### src/rtl/ysyx_25060170_ifu_pkg.sv
// Shared definitions for the instruction fetch unit: widths, reset PC, FSM encoding.
package ysyx_25060170_ifu_pkg;

  localparam int unsigned XLEN   = 32;
  localparam int unsigned INST_W = 32;

  localparam logic [XLEN-1:0] RESET_PC_DEFAULT = 32'h8000_0000;
  localparam logic [XLEN-1:0] PC_STEP          = XLEN'(4);

  typedef enum logic [1:0] {
    S_REQ  = 2'd0,
    S_WAIT = 2'd1,
    S_HOLD = 2'd2
  } ifu_state_e;

  // True when the address is on a 32-bit instruction boundary.
  function automatic logic pc_aligned(input logic [XLEN-1:0] addr);
    return addr[1:0] == 2'b00;
  endfunction

endpackage

### src/rtl/ysyx_25060170_pc_reg.sv
// Program counter: reset load, +4 advance on decode handshake, redirect override.
module ysyx_25060170_pc_reg
  import ysyx_25060170_ifu_pkg::*;
#(
  parameter logic [XLEN-1:0] RESET_PC = RESET_PC_DEFAULT
) (
  input  logic            clk,
  input  logic            rst,
  input  logic            redirect,
  input  logic [XLEN-1:0] redirect_pc,
  input  logic            advance,
  output logic [XLEN-1:0] pc
);

  // Redirect wins over advance so a taken branch never gets a stray +4.
  always_ff @(posedge clk) begin
    if (rst) begin
      pc <= RESET_PC;
    end else if (redirect) begin
      pc <= redirect_pc;
    end else if (advance) begin
      pc <= pc + PC_STEP;
    end
  end

endmodule

### src/rtl/ysyx_25060170_ifu.sv
// Instruction fetch unit: one outstanding fetch, {pc, inst} to decode, redirect squash.
// Optional macro YSYX_25060170_IFU_ALIGN_CHECK_EN halts fetch on a misaligned PC.
module ysyx_25060170_ifu
  import ysyx_25060170_ifu_pkg::*;
#(
  parameter logic [XLEN-1:0] RESET_PC = RESET_PC_DEFAULT
) (
  input  logic              clk,
  input  logic              rst,
  output logic              req_valid_o,
  input  logic              req_ready_i,
  output logic [XLEN-1:0]   req_addr_o,
  input  logic              rsp_valid_i,
  input  logic [INST_W-1:0] rsp_data_i,
  output logic              inst_valid_o,
  input  logic              inst_ready_i,
  output logic [INST_W-1:0] inst_o,
  output logic [XLEN-1:0]   pc_o,
  input  logic              redirect_i,
  input  logic [XLEN-1:0]   redirect_pc_i,
  output logic              misalign_o
);

  ifu_state_e        state;
  logic              drop;
  logic [INST_W-1:0] inst_q;
  logic [XLEN-1:0]   pc;
  logic              accept;
  logic              advance;
  logic              req_ok;

  assign accept  = req_valid_o & req_ready_i;
  assign advance = inst_valid_o & inst_ready_i;

  // req_ok judges the PC that S_REQ will hold next; +4 never changes the low bits.
`ifdef YSYX_25060170_IFU_ALIGN_CHECK_EN
  assign req_ok = pc_aligned(redirect_i ? redirect_pc_i : pc);
`else
  assign req_ok = 1'b1;
`endif

  ysyx_25060170_pc_reg #(
    .RESET_PC (RESET_PC)
  ) u_pc_reg (
    .clk         (clk),
    .rst         (rst),
    .redirect    (redirect_i),
    .redirect_pc (redirect_pc_i),
    .advance     (advance),
    .pc          (pc)
  );

  assign req_addr_o = {pc[XLEN-1:2], 2'b00};
  assign pc_o       = pc;
  assign inst_o     = inst_q;

  // Fetch FSM; request/valid/misalign flags are registered alongside the state.
  always_ff @(posedge clk) begin
    if (rst) begin
      state        <= S_REQ;
      drop         <= 1'b0;
      inst_q       <= '0;
      req_valid_o  <= 1'b0;
      inst_valid_o <= 1'b0;
      misalign_o   <= 1'b0;
    end else if (redirect_i) begin
      inst_valid_o <= 1'b0;
      // A request already handed to memory must be waited out and its data dropped.
      if ((state == S_REQ && accept) || (state == S_WAIT && !rsp_valid_i)) begin
        state       <= S_WAIT;
        drop        <= 1'b1;
        req_valid_o <= 1'b0;
        misalign_o  <= 1'b0;
      end else begin
        state       <= S_REQ;
        drop        <= 1'b0;
        req_valid_o <= req_ok;
        misalign_o  <= ~req_ok;
      end
    end else begin
      case (state)
        S_REQ: begin
          if (accept) begin
            state       <= S_WAIT;
            req_valid_o <= 1'b0;
            misalign_o  <= 1'b0;
          end else begin
            req_valid_o <= req_ok;
            misalign_o  <= ~req_ok;
          end
        end
        S_WAIT: begin
          if (rsp_valid_i) begin
            if (drop) begin
              drop        <= 1'b0;
              state       <= S_REQ;
              req_valid_o <= req_ok;
              misalign_o  <= ~req_ok;
            end else begin
              inst_q       <= rsp_data_i;
              state        <= S_HOLD;
              inst_valid_o <= 1'b1;
            end
          end
        end
        S_HOLD: begin
          if (advance) begin
            state        <= S_REQ;
            inst_valid_o <= 1'b0;
            req_valid_o  <= req_ok;
            misalign_o   <= ~req_ok;
          end
        end
        default: begin
          state        <= S_REQ;
          drop         <= 1'b0;
          req_valid_o  <= 1'b0;
          inst_valid_o <= 1'b0;
          misalign_o   <= 1'b0;
        end
      endcase
    end
  end

endmodule

### config.mk
export PLATFORM = sky130hd
export DESIGN_NAME = ysyx_25060170_ifu
export DESIGN_NICKNAME = d
export VERILOG_FILES = /design/src/rtl/ysyx_25060170_ifu_pkg.sv /design/src/rtl/ysyx_25060170_pc_reg.sv /design/src/rtl/ysyx_25060170_ifu.sv
export SDC_FILE = /design/constraint.sdc
export NUM_CORES = 1
export LEC_CHECK = 0
export ABC_AREA = 1
export BUFFER_PORTS_ARGS = -buffer_cell sky130_fd_sc_hd__buf_2
export CORE_UTILIZATION = 40
export DETAILED_ROUTE_END_ITERATION = 10
export PLACE_DENSITY = 0.71
export SYNTH_ARGS = -nofsm -noshare
export SYNTH_HDL_FRONTEND = slang
export SYNTH_SLANG_ARGS = --single-unit
### constraint.sdc
create_clock -name clk -period 1.5 [get_ports clk]
set_input_delay 0 -clock clk [delete_from_list [all_inputs] [get_ports clk]]
set_output_delay 0 -clock clk [all_outputs]
set_load 0.1 [all_outputs]
==> flow_metrics.py <==
metrics = {
    "status": {
        "status": "completed",
    },
    "finish": {
        "final_area_sq_um": 5600,
        "final_util": 0.598,
        "area_growth_pct": 43.1,
        "final_cells": 915,
        "final_nets": 856,
        "final_cell_mix": "buf_2 (165), nand2_1 (124), nor2_1 (107), dlygate4sd3_1 (56), inv_1 (47)",
        "final_common_cell": "buf_2",
        "drive_gt1_frac": 0.338,
        "diodes": 0,
    },
    "route": {
        "drc": 0,
        "routed_wl_microns": 12200,
        "antenna_left": 0,
        "vias_per_cell": 4.82,
        "vias": 4413,
        "post_drt_wl_per_cell_microns": 13.4,
        "drt_iter0_drc": 172,
        "dr.pass1.iters": 5,
    },
    "critical_path": {
        "cpPeakStageDelay_ns": 0.38,
        "cp-end-kind": "register",
        "cp_cell_sequence": "nand2_1, nor2_1, nand2_1, nor2_2, nand2_1, nand2_1, nand2_1, nand2_1, a21oi_1",
        "critPathArrivalTime_ns": 1.67,
        "crit_fanout": 5,
        "slowest_stage": "dfxtp_4",
        "critPathLaunchType": "register",
        "required_ns": 1.73,
        "cpMostUsedCell": "nand2_1",
        "crit_type": "register to register",
    },
    "logic_synthesis": {
        "synth_seq_area_share": 0.353,
        "yosysTopAreaCellShare": 0.353,
        "netlist_instances": 587,
        "synthesis.area_sq_um": 3910,
        "yosysWarnings": 0,
        "synth-seq-cells": 69,
        "synth_cell_type_count": 34,
        "avgSynthCellArea_sq_um": 6.67,
        "yosys.area.top_type": "dfxtp_1",
        "netlist_top_cells_area": "dfxtp_1 (35%), nand2_1 (12%), nor2_1 (11%)",
    },
    "timing": {
        "worst_slack_ns": 0.0602,
        "period_minus_slack_ns": 1.44,
        "finalClockSkew_ns": 0.0128,
        "report.final.slew_viol_count": 0,
        "fin_setup_tns_ns": 0,
        "hold_viol": 0,
        "fmax_mhz": 695,
        "fin_crit_sh": 0.960,
        "rsz0062_at_grt": "true",
        "setup_viol": 0,
    },
    "grt": {
        "grt_overflow": 0,
        "grt_antenna_before_repair": 0,
        "grt_pass1_vias": 4161,
        "grt_max_degree": 41,
        "grt_pass1_wl_microns": 19500,
        "track_usage": 0.244,
    },
    "job": {
        "max_cap_viol_count": 0,
    },
    "clock_network": {
        "clock-sinks": 69,
        "h-tree-depth": 3,
        "cts_tree": "built",
        "clk-insertion-delay-late_ns": 0.36,
        "numCtsBuffers": 9,
        "clockBufferDepth": 2,
        "clkSlewWorstSetupHoldPaths_ns": 0.09,
        "root_buffer": "clkbuf_8",
    },
    "power": {
        "power_density_nw_per_um2": 1020,
        "ir_worst_vdd_mv": 0.701,
        "p_leak_nw": 2.69,
    },
    "die": {
        "core_area_sq_um": 9370,
        "placementRows": 35,
        "dieArea_sq_um": 10200,
        "die_h_microns": 101,
        "die_w_microns": 101,
        "initial_utilization": 0.418,
        "ioPinCount": 169,
    },
    "placement": {
        "dpl-instance-area_sq_um": 4760,
        "dp_hpwl_microns": 8290,
        "place_inst": 839,
        "port-buffer-count": 165,
        "pre_cts_ws_ns": -0.0429,
        "gp_congestion": 0.930,
    },
    "min_path": {
        "min_path_type": "primary input to register",
    },
}
-- registers in the layout, summed over array words and instances, names as in the netlist --
register      flops
state             2
u_pc_reg.pc      32
inst_o           32
inst_valid_o      1
req_valid_o       1
drop              1
-- power by group --
part | internal (mW) | leakage (nW) | total, mW | switching [mW]
sequential | 1.96 | 0.584 | 2.10 | 0.139
clock | 0.642 | 0.0967 | 1.43 | 0.784
combinational | 0.475 | 2.01 | 2.21 | 1.74
total | 3.08 | 2.69 | 5.73 | 2.66
-- final cells by class --
type / instances / area, sq um
Clock inverter: 6 / 36.3
Inverter: 52 / 198
Tap cell: 129 / 161
Sequential cell: 69 / 1480
Fill cell: 856 / 3770
Timing Repair Buffer: 235 / 1500
Multi-Input combinational cell: 414 / 2080
Clock buffer: 10 / 138
-- through the flow --
step           hold slack (ns)  total power, mW
6_report               0.00868             5.73
4_1_cts                0.00159             5.70
3_5_place_dp             0.226             4.17
2_1_floorplan            0.135             3.86
5_1_grt                 0.0387             5.97
3_3_place_gp             0.220             4.14
-- worst max-delay path: cells and delay by family (launching register included) --
| family | cells | cell delay [ns] |
|---|---|---|
| DFF | 1 | 0.38 |
| and+or+nand+nor | 8 | 0.87 |
| AOI/OAI and AO/OA | 1 | 0.05 |
-- kinds of logic after synthesis --
logic type,count (synthesis),share of synthesized area
AND/OR/NAND/NOR,286,0.317
AO/OA/AOI/OAI,107,0.147
buffers and inverters,106,0.137
flip-flops,69,0.353
XOR/XNOR,13,0.0291
adder cells (fa/ha/maj),5,0.0160
other,1,0.000958
-- Yosys cell counts (all sizes together) --
master    n
xnor2     4
nand4     1
clkbuf    9
nor3      4
conb      1
dfxtp    69
and2      1
a21boi    1
and3      1
a211oi    1
a22o      4
buf      45
nand3b    2
nand3    22
a21oi    29
nor2    122
inv      52
nand2   133
o21ai    65
xor2      9
a31oi     6
ha        5
o211ai    1
-- layer usage --
metal	track usage	up-vias	share of wire
met4	0.0780	0	0.014
met2	0.445	166	0.50
met3	0.0583	12	0.068
met5	0	-	0
met1	0.280	2020	0.41
li1	-	2215	-
-- timing repair --
action	CTS	global route
pin swaps	0	9
gates resized for setup	4	17
setup buffers	0	4
endpoints found under the hold margin	57	0
setup endpoints to repair	32	43
hold buffers	56	0
-- worst paths after layout --
check | slack, ns | startpoint | to | depth (start not counted)
worst max-delay path | 0.06 | u_pc_reg.pc[10] | u_pc_reg.pc[25] | 9
worst min-delay path | 0.009 | redirect_pc_i[21] | u_pc_reg.pc[21] | 5
worst max register to register | 0.06 | u_pc_reg.pc[10] | u_pc_reg.pc[25] | 9
worst min register to register | 0.50 | drop | drop | 2
Power figures use the tool's default switching activity.
